**config.mk**
```make
export PLATFORM = sky130hd
export DESIGN_NAME = dual_dev_arbiter_flat
export DESIGN_NICKNAME = d
export VERILOG_FILES = /design/src/rtl/dual_dev_arbiter_pkg.sv /design/src/rtl/dual_dev_arbiter_if.sv /design/src/rtl/dual_dev_arbiter_sat_counter.sv /design/src/rtl/dual_dev_arbiter.sv /design/src/flat_wrapper.sv
export SDC_FILE = /design/constraint.sdc
export NUM_CORES = 1
export LEC_CHECK = 0
export CAP_MARGIN = 20
export CORE_MARGIN = 2
export CORE_UTILIZATION = 61
export DETAILED_ROUTE_END_ITERATION = 16
export PLACE_DENSITY = 0.86
export SLEW_MARGIN = 10
export SYNTH_ARGS = -nofsm -noshare
export SYNTH_HDL_FRONTEND = slang
export SYNTH_SLANG_ARGS = --single-unit
```
**constraint.sdc**
```tcl
create_clock -name clk -period 4.8 [get_ports clk]
set_clock_uncertainty 0.05 [all_clocks]
set_input_delay 0.72 -clock clk [delete_from_list [all_inputs] [get_ports clk]]
set_output_delay 0.72 -clock clk [all_outputs]
set_load 0.03 [all_outputs]
```
**src/rtl/dual_dev_arbiter_pkg.sv**
```systemverilog
// Shared types and defaults for the two-device round-robin arbiter.
package arb_pkg;

    typedef enum logic [1:0] {
        IDLE  = 2'd0,
        GRANT = 2'd1,
        TURN  = 2'd2
    } state_t;

    typedef logic owner_t;

    localparam int TIMEOUT_DEF = 16;
    localparam int CNT_W_DEF   = 16;

    // A tie goes to whichever device did not own the resource last.
    function automatic owner_t rr_pick(input logic [1:0] req, input owner_t last);
        return (req == 2'b11) ? owner_t'(~last) : owner_t'(req[1]);
    endfunction

endpackage

```
**src/rtl/dual_dev_arbiter_if.sv**
```systemverilog
// Request/grant handshake between the two devices and the arbiter.
interface dual_dev_arbiter_if;
    import arb_pkg::*;

    logic [1:0] req;
    logic [1:0] done;
    logic [1:0] gnt;
    owner_t     owner;
    logic       busy;
    logic       timeout_pulse;

    modport master (
        output req, done,
        input  gnt, owner, busy, timeout_pulse
    );

    modport slave (
        input  req, done,
        output gnt, owner, busy, timeout_pulse
    );

endinterface

```
**src/rtl/dual_dev_arbiter_sat_counter.sv**
```systemverilog
// Up-counter that sticks at all-ones; clear takes priority over increment.
module sat_counter #(
    parameter int W = 16
) (
    input  logic         clk,
    input  logic         rst_n,
    input  logic         clear,
    input  logic         inc,
    output logic [W-1:0] count
);

    always_ff @(posedge clk or negedge rst_n) begin
        if (!rst_n) begin
            count <= '0;
        end else if (clear) begin
            count <= '0;
        end else if (inc && (count != {W{1'b1}})) begin
            count <= count + W'(1);
        end
    end

endmodule

```
**src/rtl/dual_dev_arbiter.sv**
```systemverilog
// Round-robin owner arbitration for two devices with a hold watchdog and
// saturating grant / wait statistics.
module dual_dev_arbiter
    import arb_pkg::*;
#(
    parameter int TIMEOUT = TIMEOUT_DEF,
    parameter int CNT_W   = CNT_W_DEF
) (
    input  logic             clk,
    input  logic             rst_n,
    dual_dev_arbiter_if.slave bus,
    output logic [CNT_W-1:0] gnt_cnt0,
    output logic [CNT_W-1:0] gnt_cnt1,
    output logic [CNT_W-1:0] wait_max
);

    localparam int HOLD_W = $clog2(TIMEOUT) + 1;

    state_t            state, state_d;
    owner_t            owner_d, pick;
    logic [1:0]        gnt_d;
    logic              busy_d, tp_d, take, hold_inc;
    logic [HOLD_W-1:0] hold_cnt;
    logic [CNT_W-1:0]  wait0, wait1, wait_sel;

    always_comb begin
        state_d  = state;
        owner_d  = bus.owner;
        gnt_d    = bus.gnt;
        busy_d   = bus.busy;
        tp_d     = 1'b0;
        take     = 1'b0;
        hold_inc = 1'b0;
        pick     = rr_pick(bus.req, bus.owner);
        wait_sel = pick ? wait1 : wait0;
        case (state)
            IDLE, TURN: begin
                if (bus.req != 2'b00) begin
                    state_d = GRANT;
                    owner_d = pick;
                    gnt_d   = pick ? 2'b10 : 2'b01;
                    busy_d  = 1'b1;
                    take    = 1'b1;
                end else begin
                    state_d = IDLE;
                    gnt_d   = 2'b00;
                    busy_d  = 1'b0;
                end
            end
            GRANT: begin
                // done outranks the watchdog, so a coincident expiry is a clean release
                if (bus.done[bus.owner] || !bus.req[bus.owner]) begin
                    state_d = TURN;
                    gnt_d   = 2'b00;
                    busy_d  = 1'b0;
                end else if (hold_cnt == HOLD_W'(TIMEOUT - 1)) begin
                    state_d = TURN;
                    gnt_d   = 2'b00;
                    busy_d  = 1'b0;
                    tp_d    = 1'b1;
                end else begin
                    hold_inc = 1'b1;
                end
            end
            default: begin
                state_d = IDLE;
                gnt_d   = 2'b00;
                busy_d  = 1'b0;
            end
        endcase
    end

    always_ff @(posedge clk or negedge rst_n) begin
        if (!rst_n) begin
            state             <= IDLE;
            bus.gnt           <= 2'b00;
            bus.owner         <= owner_t'(1'b1);
            bus.busy          <= 1'b0;
            bus.timeout_pulse <= 1'b0;
            wait_max          <= '0;
        end else begin
            state             <= state_d;
            bus.gnt           <= gnt_d;
            bus.owner         <= owner_d;
            bus.busy          <= busy_d;
            bus.timeout_pulse <= tp_d;
            if (take && (wait_sel > wait_max)) begin
                wait_max <= wait_sel;
            end
        end
    end

    sat_counter #(.W(HOLD_W)) u_hold (
        .clk(clk), .rst_n(rst_n), .clear(take), .inc(hold_inc), .count(hold_cnt)
    );

    sat_counter #(.W(CNT_W)) u_gnt0 (
        .clk(clk), .rst_n(rst_n), .clear(1'b0), .inc(take && !pick), .count(gnt_cnt0)
    );

    sat_counter #(.W(CNT_W)) u_gnt1 (
        .clk(clk), .rst_n(rst_n), .clear(1'b0), .inc(take && pick), .count(gnt_cnt1)
    );

    // Wait counters clear on the edge their device wins the resource.
    sat_counter #(.W(CNT_W)) u_wait0 (
        .clk(clk), .rst_n(rst_n), .clear(take && !pick),
        .inc(bus.req[0] && !bus.gnt[0]), .count(wait0)
    );

    sat_counter #(.W(CNT_W)) u_wait1 (
        .clk(clk), .rst_n(rst_n), .clear(take && pick),
        .inc(bus.req[1] && !bus.gnt[1]), .count(wait1)
    );

endmodule

```
**src/flat_wrapper.sv**
```systemverilog
// flat-port wrapper written by rule: the top's interface ports become plain ports
module dual_dev_arbiter_flat import arb_pkg::*;
#(
    parameter int TIMEOUT = TIMEOUT_DEF,
    parameter int CNT_W   = CNT_W_DEF
)
  (clk, rst_n, gnt_cnt0, gnt_cnt1, wait_max, bus_req, bus_done, bus_gnt, bus_owner, bus_busy, bus_timeout_pulse);
  dual_dev_arbiter_if bus_i ();
  input  logic clk;
  input  logic rst_n;
  output logic [CNT_W-1:0] gnt_cnt0;
  output logic [CNT_W-1:0] gnt_cnt1;
  output logic [CNT_W-1:0] wait_max;
  input wire logic [$bits(bus_i.req)-1:0] bus_req;
  input wire logic [$bits(bus_i.done)-1:0] bus_done;
  output wire logic [$bits(bus_i.gnt)-1:0] bus_gnt;
  output wire logic [$bits(bus_i.owner)-1:0] bus_owner;
  output wire logic [$bits(bus_i.busy)-1:0] bus_busy;
  output wire logic [$bits(bus_i.timeout_pulse)-1:0] bus_timeout_pulse;
  assign bus_i.req = bus_req;
  assign bus_i.done = bus_done;
  assign bus_gnt = bus_i.gnt;
  assign bus_owner = bus_i.owner;
  assign bus_busy = bus_i.busy;
  assign bus_timeout_pulse = bus_i.timeout_pulse;
  dual_dev_arbiter #(.TIMEOUT(TIMEOUT), .CNT_W(CNT_W)) u_core (.clk(clk), .rst_n(rst_n), .bus(bus_i), .gnt_cnt0(gnt_cnt0), .gnt_cnt1(gnt_cnt1), .wait_max(wait_max));
endmodule
```
# ---- After elaboration in Yosys (flattened, before gate mapping)
# Cells that the tools add are included.
dict set report op_classes {
  n_lt_le_gt_ge 2
  n_eq_ne 10
  bitwise_logic 1
  n_mux 32
  n_reduce_logical 22
  add_sub_neg 5
}
# op n
set op_table {}
lappend op_table {{16-bit two-way mux} 5}
lappend op_table {{16-bit by 1-bit adder with 16-bit output, second input constant} 4}
lappend op_table {{16-bit inequality test, second input constant} 4}
lappend op_table {{16-bit > comparator} 1}
lappend op_table {{1-bit two-way mux} 16}
lappend op_table {{2-bit two-way mux} 6}
lappend op_table {{1-bit logical AND} 10}
lappend op_table {{5-bit two-way mux} 2}
lappend op_table {{2-bit case mux with 2 select lines} 2}
lappend op_table {{2-bit nonzero test} 4}
lappend op_table {{5-bit by 1-bit adder with 5-bit output, second input constant} 1}
lappend op_table {{5-bit by 4-bit == test with 1-bit output, second input constant} 1}
lappend op_table {{5-bit inequality test, second input constant} 1}
lappend op_table {{2-bit == test, second input constant} 2}
lappend op_table {{1-bit zero test} 4}
lappend op_table {{3-bit by 1-bit inequality test with 1-bit output, second input constant} 1}
lappend op_table {{2-bit by 1-bit == test with 1-bit output, second input constant} 1}
lappend op_table {{2-bit zero test} 1}
lappend op_table {{1-bit by 2-bit < comparator with 1-bit output, second input constant} 1}
lappend op_table {{1-bit case mux with 2 select lines} 1}
lappend op_table {{2-bit AND reduction} 1}
lappend op_table {{2-bit OR reduction} 1}
lappend op_table {{1-bit logical OR} 1}
lappend op_table {{1-bit NOT} 1}
dict set report totals {
  reg_bits 92
  inputBits 6
  out_inout_bits 53
}

# ---- Depth between registers and ports, before layout
# Gate-level depths: netlist (run 1).
dict set report depth {
  word_depth 9
  mapped_depth 12
  depth_no_buf 9
}

# ---- Modules after synthesis
# Synthesis (run 1) repeated with hierarchy kept, for this count alone.
dict set report hier_totals {
  cells_unflattened 552
  area_unflattened_um2 5580.4
}
# mod area_per_inst_um2 n_inst cells_each
set modules_own_cells {}
lappend modules_own_cells {{sat_counter (u_core.u_gnt0 ...)} 942.2 4 98}
lappend modules_own_cells {dual_dev_arbiter 1562.7 1 137}
lappend modules_own_cells {{sat_counter (u_core.u_hold)} 249.0 1 23}

# ---- Worst setup path after synthesis (run 1)
# No wires, ideal clock.
dict set report synth_path {
  path_kind {input to register}
  start {input bus_req[0]}
  end {register u_core.wait_max[10]}
  slack_ns 1.399
  t_arrival_ns 3.226
  required_time_ns 4.625
  setup_time_ns 0.125
  path_buffers 3
  cell_stages 12
  path_cell_list {buf_4 > a21boi_1 > clkbuf_1 > nand2_1 > nand2_1 > ha_1 > nor2b_1 > o211ai_1 > a2111o_1 > a31oi_4 > buf_4 > mux2_2}
}
dict set report synth_between {
  elab_chain_cells 5
}
# element line
set synth_rtl {}
lappend synth_rtl {{from (decl)} flat_wrapper.sv:14} ;# input wire logic [$bits(bus_i.req)-1:0] bus_req;
lappend synth_rtl {{2-bit == test} dual_dev_arbiter_pkg.sv:17} ;# return (req == 2'b11) ? owner_t'(~last) : owner_t'(req[1]);
lappend synth_rtl {{1-bit two-way mux} dual_dev_arbiter_pkg.sv:17}
lappend synth_rtl {{16-bit two-way mux} dual_dev_arbiter.sv:35} ;# wait_sel = pick ? wait1 : wait0;
lappend synth_rtl {{named net u_core.wait_sel[1]} dual_dev_arbiter.sv:24} ;# logic [CNT_W-1:0] wait0, wait1, wait_sel;
lappend synth_rtl {{16-bit > comparator} dual_dev_arbiter.sv:87} ;# if (take && (wait_sel > wait_max)) begin
lappend synth_rtl {{1-bit logical AND} dual_dev_arbiter.sv:87}
lappend synth_rtl {{to (signal assigned)} dual_dev_arbiter.sv:88} ;# wait_max <= wait_sel;
lappend synth_rtl {{to (decl)} dual_dev_arbiter.sv:14} ;# output logic [CNT_W-1:0] wait_max
# The timed path passes the listed nets, and every way through them passes these cells.
# A chain may end at the register's enable or synchronous reset.

# ---- Worst setup path in the final report (run 1)
dict set report layout_path {
  start {input bus_req[0]}
  end {register u_core.wait_max[9]}
}
# The elaborated chain is that of the path after synthesis.

==> summary.md, run 1 <==
| Metric | Value |
|---|---|
| Final Hold Viols | 0 |
| Rel. slew slack | 0.456 |
| Synth async-reset ratio | 1.00 |
| Slew Limit Fails | 0 |
| GR peak layer | met2 |
| Sequential-to-total area share from yosys stat | 0.455 |
| Initial drt markers | slightly above 300 |
| Reg clk slew, reported paths | around 90 ps |
| Power Density | ~420 nW/µm² |
| Setup Buffers After CTS | 0 |
| Max Cap Viol | 0 |
| Hold buffer count at CTS | 0 |
| Ports | 59 |
| Critical Path Max Stage Delay | around 670 ps |
| Post-synth top flop | dfrtp_1 |
| GR Layer Usage met3 | 0.0527 |
| Synthesized area per cell | a little under 10 µm² |
| Status | finished clean |
| DPL Wire Length | ~8000 µm |
| Final GP Congestion | roughly 0.91 |
| Post_cts resized | 0 |
| CP Data Required Time | about 5000 ps |
| CTS root buffer | clkbuf_8 |
| NumNets Final | 600 |
| Tot GR Track Use | 0.270 |
| Crit. End Element | flop |
| WL final | roughly 11000 µm |
| DIE HEIGHT | 94.6 µm |
| Via count | 4037 |
| DR DRC count | 0 |
| Vias in the first global route | approximately 4000 |
| CP Max Fanout | 19 |
| Initial antenna violation count | 0 |
| WL per Instance | 16.4 µm |
| Critical path class | primary input to flop |
| Distinct cells, synth | between 50 and 60 |
| Slowest CP cell | clkdlybuf4s50_1 |
| Hold slack | between 300 and 400 ps |
| # diodes | 0 |
| Cell accounting for the most synthesized area | dfrtp_1 |
| Syn nets | between 500 and 600 |
| Die area | around 8900 µm² |
| Area share of the leading cell type in the synthesized netlist | 0.450 |
| DIE WIDTH | between 90 and 100 µm |
| GRT overflow | 0 |
| Setup violations, final | 0 |
| Placement Rows | 33 |
| Core Area | 8090 µm² |
| Worst-Margin Slew | 809 ps |
| Yosys warning count | 0 |
| Most frequent cells after synthesis | dfrtp_1, nand2_1, nor2_1 |
| RR Endpoint | u_core.wait_max[9]$_DFFE_PN0P_ |
| Count leader, synth | dfrtp_1 |
| Antenna viol nets, final | 0 |
| Clock Latency Late Sink | between 300 and 400 ps |
| First-pass GRT wire length | 18900 µm |
| Fin crit share | 0.788 |
| Initial Utilization | 0.619 |
| GRT met2 Usage | 0.452 |
| CP startpoint kind | primary input |
| R2r setup slk | ~1500 ps |
| Routed vias/inst | between 5 and 6 |
| Gate Count Post-Synth | between 500 and 600 |
| Peak supply drop | a little over 300 µV |
| Synth top area cells | dfrtp_1, xnor2_1, ha_1 |
| Fin crit period | approximately 3800 ps |
| Synth Cell Area | 5010 µm² |
| Top delay family on crit path | compound AO/OA/AOI/OAI gates |
| Ratio of cells with drive above 1 in the final layout | 0.0765 |
| WP buf/inv | 2 |
| Sink Count | between 90 and 100 |
| CTS Buffer Depth | 2 |
| Crit path cell chain | clkdlybuf4s50_1 -> a21boi_1 -> buf_4 -> nand2_1 -> o21ai_0 -> ha_1 -> nand4_1 -> a2111o_1 -> a31oi_4 -> mux2_2 |
| Inserted Clock Buffers | 9 |
| Crit path DAT | between 3000 and 4000 ps |
| CTS H-tree depth | 3 |
| Setup TNS | 0 ps |
| Layout area overhead | 17.7% |
| Leak pwr | 2.63 nW |
| Number of synthesized register bits | a little over 90 |
| RSZ-0062 raised after global routing | false |
| CTS tree | done |
| Drt pass-1 iters | 5 |
| Met1 Usage GRT | 0.349 |
| Fmax | approximately 260 MHz |
| Port bufs | between 50 and 60 |
| R2R cell count | 9 |
| Hold Path Class | primary input to asynchronous set/reset pin |
| Pin count of the biggest net entering global routing | between 60 and 70 |
| Worst r2r src | u_core.bus.owner$_DFFE_PN1P_ |
| EDFF count, synth | 0 |
| Levels on crit path | 10 |
==> state kept, by name (all words and copies together), names as in the netlist <==
name / flops
u_core.u_gnt0.count: 16
u_core.u_gnt1.count: 16
u_core.u_wait0.count: 16
u_core.u_wait1.count: 16
u_core.wait_max: 16
u_core.u_hold.count: 5
u_core.bus.gnt: 2
u_core.bus.busy: 1
u_core.bus.owner: 1
u_core.bus.timeout_pulse: 1
u_core.state: 1
==> how the worst max path moves through the flow <==
stage | slack [ps] | end | startpoint
5_1_grt | 810 | u_core.wait_max[4]$_DFFE_PN0P_ | bus_req[0]
3_3_place_gp | 880 | u_core.wait_max[9]$_DFFE_PN0P_ | bus_req[1]
2_1_floorplan | 1400 | u_core.wait_max[10]$_DFFE_PN0P_ | bus_req[0]
6_report | 1020 | u_core.wait_max[9]$_DFFE_PN0P_ | bus_req[0]
4_1_cts | 1090 | u_core.wait_max[9]$_DFFE_PN0P_ | bus_req[0]
3_5_place_dp | 740 | u_core.wait_max[9]$_DFFE_PN0P_ | bus_req[0]
==> per-stage QoR <==
stage	setup slack, ps	area [µm²]	power (mW)	util	cells
after CTS	1090	5890	2.48	0.728	680
final	1020	5890	2.47	0.728	680
after floorplan	1400	5010	1.61	-	512
after global placement	880	5690	1.87	0.703	665
after global routing	814	5890	2.61	0.728	680
after detailed placement	736	5690	1.91	0.703	665
==> cells in the final DEF (no fill, tap or decap), drive strengths merged, types with 17 or more instances in the layout <==
cell,n
mux2,17
dfrtp,90
clkdlybuf4s50,57
nor2,46
nand3,20
ha,23
nand2,70
nand4,22
a21oi,18
inv,27
xnor2,40
==> logic make-up (layout without fill, tap and decap cells) <==
family                   count (synthesis)  count (layout)  share of synthesized area
buffers and inverters                   41             104                     0.0325
AND/OR/NAND/NOR                        220             220                      0.222
AO/OA/AOI/OAI                           60              60                     0.0882
flip-flops                              91              91                      0.455
multiplexers                            24              24                     0.0522
XOR/XNOR                                53              53                     0.0927
adder cells (fa/ha/maj)                 23              23                     0.0575
==> final cells by class <==
class                           instances  area [µm²]
Timing Repair Buffer                   62         608
Multi-Input combinational cell        380        2570
Clock inverter                          2        60.1
Fill cell                             599        2200
Inverter                               27         101
Sequential cell                        91        2280
Tap cell                              105         131
Clock buffer                           13         149
==> power by group <==
| group | leakage, nW | switching [mW] | total [mW] | internal [mW] |
|---|---|---|---|---|
| Clock | 0.104 | 0.257 | 0.562 | 0.306 |
| Sequential | 1.22 | 0.156 | 1.04 | 0.882 |
| Combinational | 1.31 | 0.495 | 0.869 | 0.374 |
==> metal layers <==
| metal | routed length, µm | part of all wire |
|---|---|---|
| met5 | 0 | 0 |
| met4 | 265 | 0.024 |
| met3 | 463 | 0.041 |
| met2 | 5510 | 0.49 |
| met1 | 4930 | 0.44 |
Note: power is estimated with default switching activity, not from simulation.
==> inputs of run 2 (changes only) <==
- CORE_UTILIZATION: 61 -> 56
- PLACE_DENSITY: 0.86 -> 0.8
- clock period: 4.8 -> 3.63 ns (I/O delays scaled with it)
==> run 2 against run 1 <==
- setup slack worse by 610 ps
- power increased by 33%
- global-route usage decreased by 4.2 points
- routed wire length down 4.9%
- clock power rose by 25%
- largest power group unchanged
==> summary.md, run 2 (synthesis gave the netlist of run 1 again) <==
| Metric | Value |
|---|---|
| Status | finished clean |
| Hold buffer count at CTS | 0 (unchanged) |
| Fin crit share | 0.889 |
| CTS root buffer | clkbuf_8 |
| RSZ-0062 raised after global routing | false |
| Power Density | 549 nW/µm² (+31%) |
| Critical path class | primary input to flop |
| Via count | 3971 (-1.6%) |
| Highest routed layer | met4 |
| Reg clk slew, reported paths | 90 ps (about the same) |
| Worst Setup SP | bus_req[1] |
| DR WL met2 | 5140 µm (-6.7%) |
| Routed vias/inst | 5.76 (-3.1%) |
| CP startpoint kind | primary input |
| Initial drt markers | 127 (-59%) |
| CP Data Required Time | 3810 ps (-1190 ps) |
| Initial Utilization | 0.577 (-0.0417) |
| Fin crit period | 3230 ps |
| Clk pwr share | 0.214 (-0.014) |
| Initial antenna violation count | 0 (unchanged) |
| DPL Wire Length | 7920 µm (-1.5%) |
| Worst-Margin Slew | 792 ps (-16.9 ps) |
| Die area | 9710 µm² (+8.5%) |
| Inserted Clock Buffers | 9 (unchanged) |
| CTS H-tree depth | 3 (unchanged) |
| CP Max Fanout | 13 (-6) |
| Crit. End Element | flop |
| Final Worst Setup Slack | 405 ps (-613 ps) |
| Vias in the first global route | 3965 (+0.25%) |
| Sink Count | 91 (unchanged) |
| Slew Limit Fails | 0 (unchanged) |
| Fmax | 310 MHz |
| Peak supply drop | 422 µV (+38%) |
| Ratio of cells with drive above 1 in the final layout | 0.0911 (+0.0145) |
| DIE WIDTH | 98.6 µm (+4.2%) |
| Net switching power | 1.22 mW (+34%) |
| WL per Instance | 15.4 µm (-6.3%) |
| GRT overflow | 0 (unchanged) |
| Post_cts resized | 0 (unchanged) |
| Worst r2r src | u_core.bus.owner$_DFFE_PN1P_ |
| Placement Rows | 34 (+3.0%) |
| Tot GR Track Use | 0.228 (-0.0419) |
| CTS Buffer Depth | 2 (unchanged) |
| Met3 Routed Length | 424 µm (-8.4%) |
| Fillers | 687 (+15%) |
| Layout area overhead | 19.0% |
| WL final | 10600 µm (-4.9%) |
| Clock Latency Late Sink | 350 ps (about the same) |
| Leak pwr | 2.67 nW (+1.3%) |
| Max Cap Viol | 0 (unchanged) |
| Pin count of the biggest net entering global routing | 35 (-43%) |
| NumNets Final | 606 (+1.0%) |
| Setup Buffers After CTS | 0 (unchanged) |
| Final GP Congestion | 0.869 (-4.4%) |
| DIE HEIGHT | 98.6 µm (+4.2%) |
| Hold Path Class | primary input to asynchronous set/reset pin |
| Crit path DAT | 3410 ps (-570 ps) |
| CTS tree | done |
| Port bufs | 58 (unchanged) |
| First-pass GRT wire length | 18300 µm (-3.4%) |
| Flop pwr share | 0.417 (-0.003) |
| DR DRC count | 0 (unchanged) |
| Switching Share | 0.372 (+0.00432) |
| # diodes | 0 (unchanged) |
| P_int | 2.06 mW (+32%) |
| Comb power frac | 0.370 (+0.018) |
| Commonest non-fill, non-tap cell in the layout | dfrtp_1 |
| Drt pass-1 iters | 4 (-1) |
| Setup TNS | 0 ps (unchanged) |
| DP Worst Slack | 59.3 ps (-676 ps) |
| Rel. slew slack | 0.468 (+0.0117) |
| Antenna viol nets, final | 0 (unchanged) |
| Met1 WL | 4890 µm (-0.83%) |
| Most frequent cells in the layout | dfrtp_1, nand2_1, clkdlybuf4s50_1, nor2_1, xnor2_1 |
| Final Hold Viols | 0 (unchanged) |
| Setup violations, final | 0 (unchanged) |
| Core Area | 8680 µm² (+7.2%) |
| Ports | 59 (unchanged) |
## run 2: final cells by class
class                           count  area, µm²  share of cell area
Multi-Input combinational cell    380       2570               0.431
Sequential cell                    91       2280               0.382
Timing Repair Buffer               68        678               0.114
Clock buffer                       11        141              0.0237
Tap cell                          108        135              0.0227
Inverter                           27        101              0.0170
Clock inverter                      5       60.1              0.0101
## run 2: layer usage
| metal | vias to the layer above | GRT usage |
|---|---|---|
| met5 | - | 0 |
| met4 | 0 | 0.0854 |
| met3 | 16 | 0.0340 |
| met2 | 93 | 0.378 |
| met1 | 1951 | 0.305 |
| li1 | 1911 | - |
## run 2: critical path: stages
cell and delay [ps]:
clkdlybuf4s50_1 560, a21bo_1 410, nand2_1 130, nand2_1 80, ha_1 300, nand4_1 190
a2111o_1 430, a31oi_4 240, buf_4 180, mux2_2 330
## run 2: through the flow
step,cell area (µm²),total power [mW],utilization,hold slack [ps],cells
detailed placement,5760,2.59,0.664,434,674
CTS,5960,3.30,0.687,81.2,690
floorplan,5010,2.12,-,199,512
global route,5960,3.45,0.687,97.1,690
global placement,5760,2.55,0.664,426,674
finish,5960,3.27,0.687,79.9,690
## run 2: power groups by stage
stage / Combinational [mW] / Sequential (mW) / Clock, mW
final: 1.21 / 1.36 / 0.700
after global placement: 1.17 / 1.37 / 0
after CTS: 1.22 / 1.36 / 0.718
after floorplan: 0.601 / 1.52 / 0
after detailed placement: 1.21 / 1.38 / 0
after global routing: 1.30 / 1.39 / 0.763
## run 2: worst paths after layout
path                                                              to  cells after the start  slack [ps]
worst min register to register   u_core.u_gnt0.count[15]$_DFFE_PN0P_                      1         460
worst max-delay path                  u_core.wait_max[1]$_DFFE_PN0P_                     10         400
worst max register to register        u_core.wait_max[1]$_DFFE_PN0P_                      9         620
worst min-delay path            u_core.u_wait1.count[13]$_DFFE_PN0P_                      1          80
min in group clk                 u_core.u_gnt0.count[15]$_DFFE_PN0P_                      1         460
max in group asynchronous               u_core.bus.owner$_DFFE_PN1P_                      2        2650
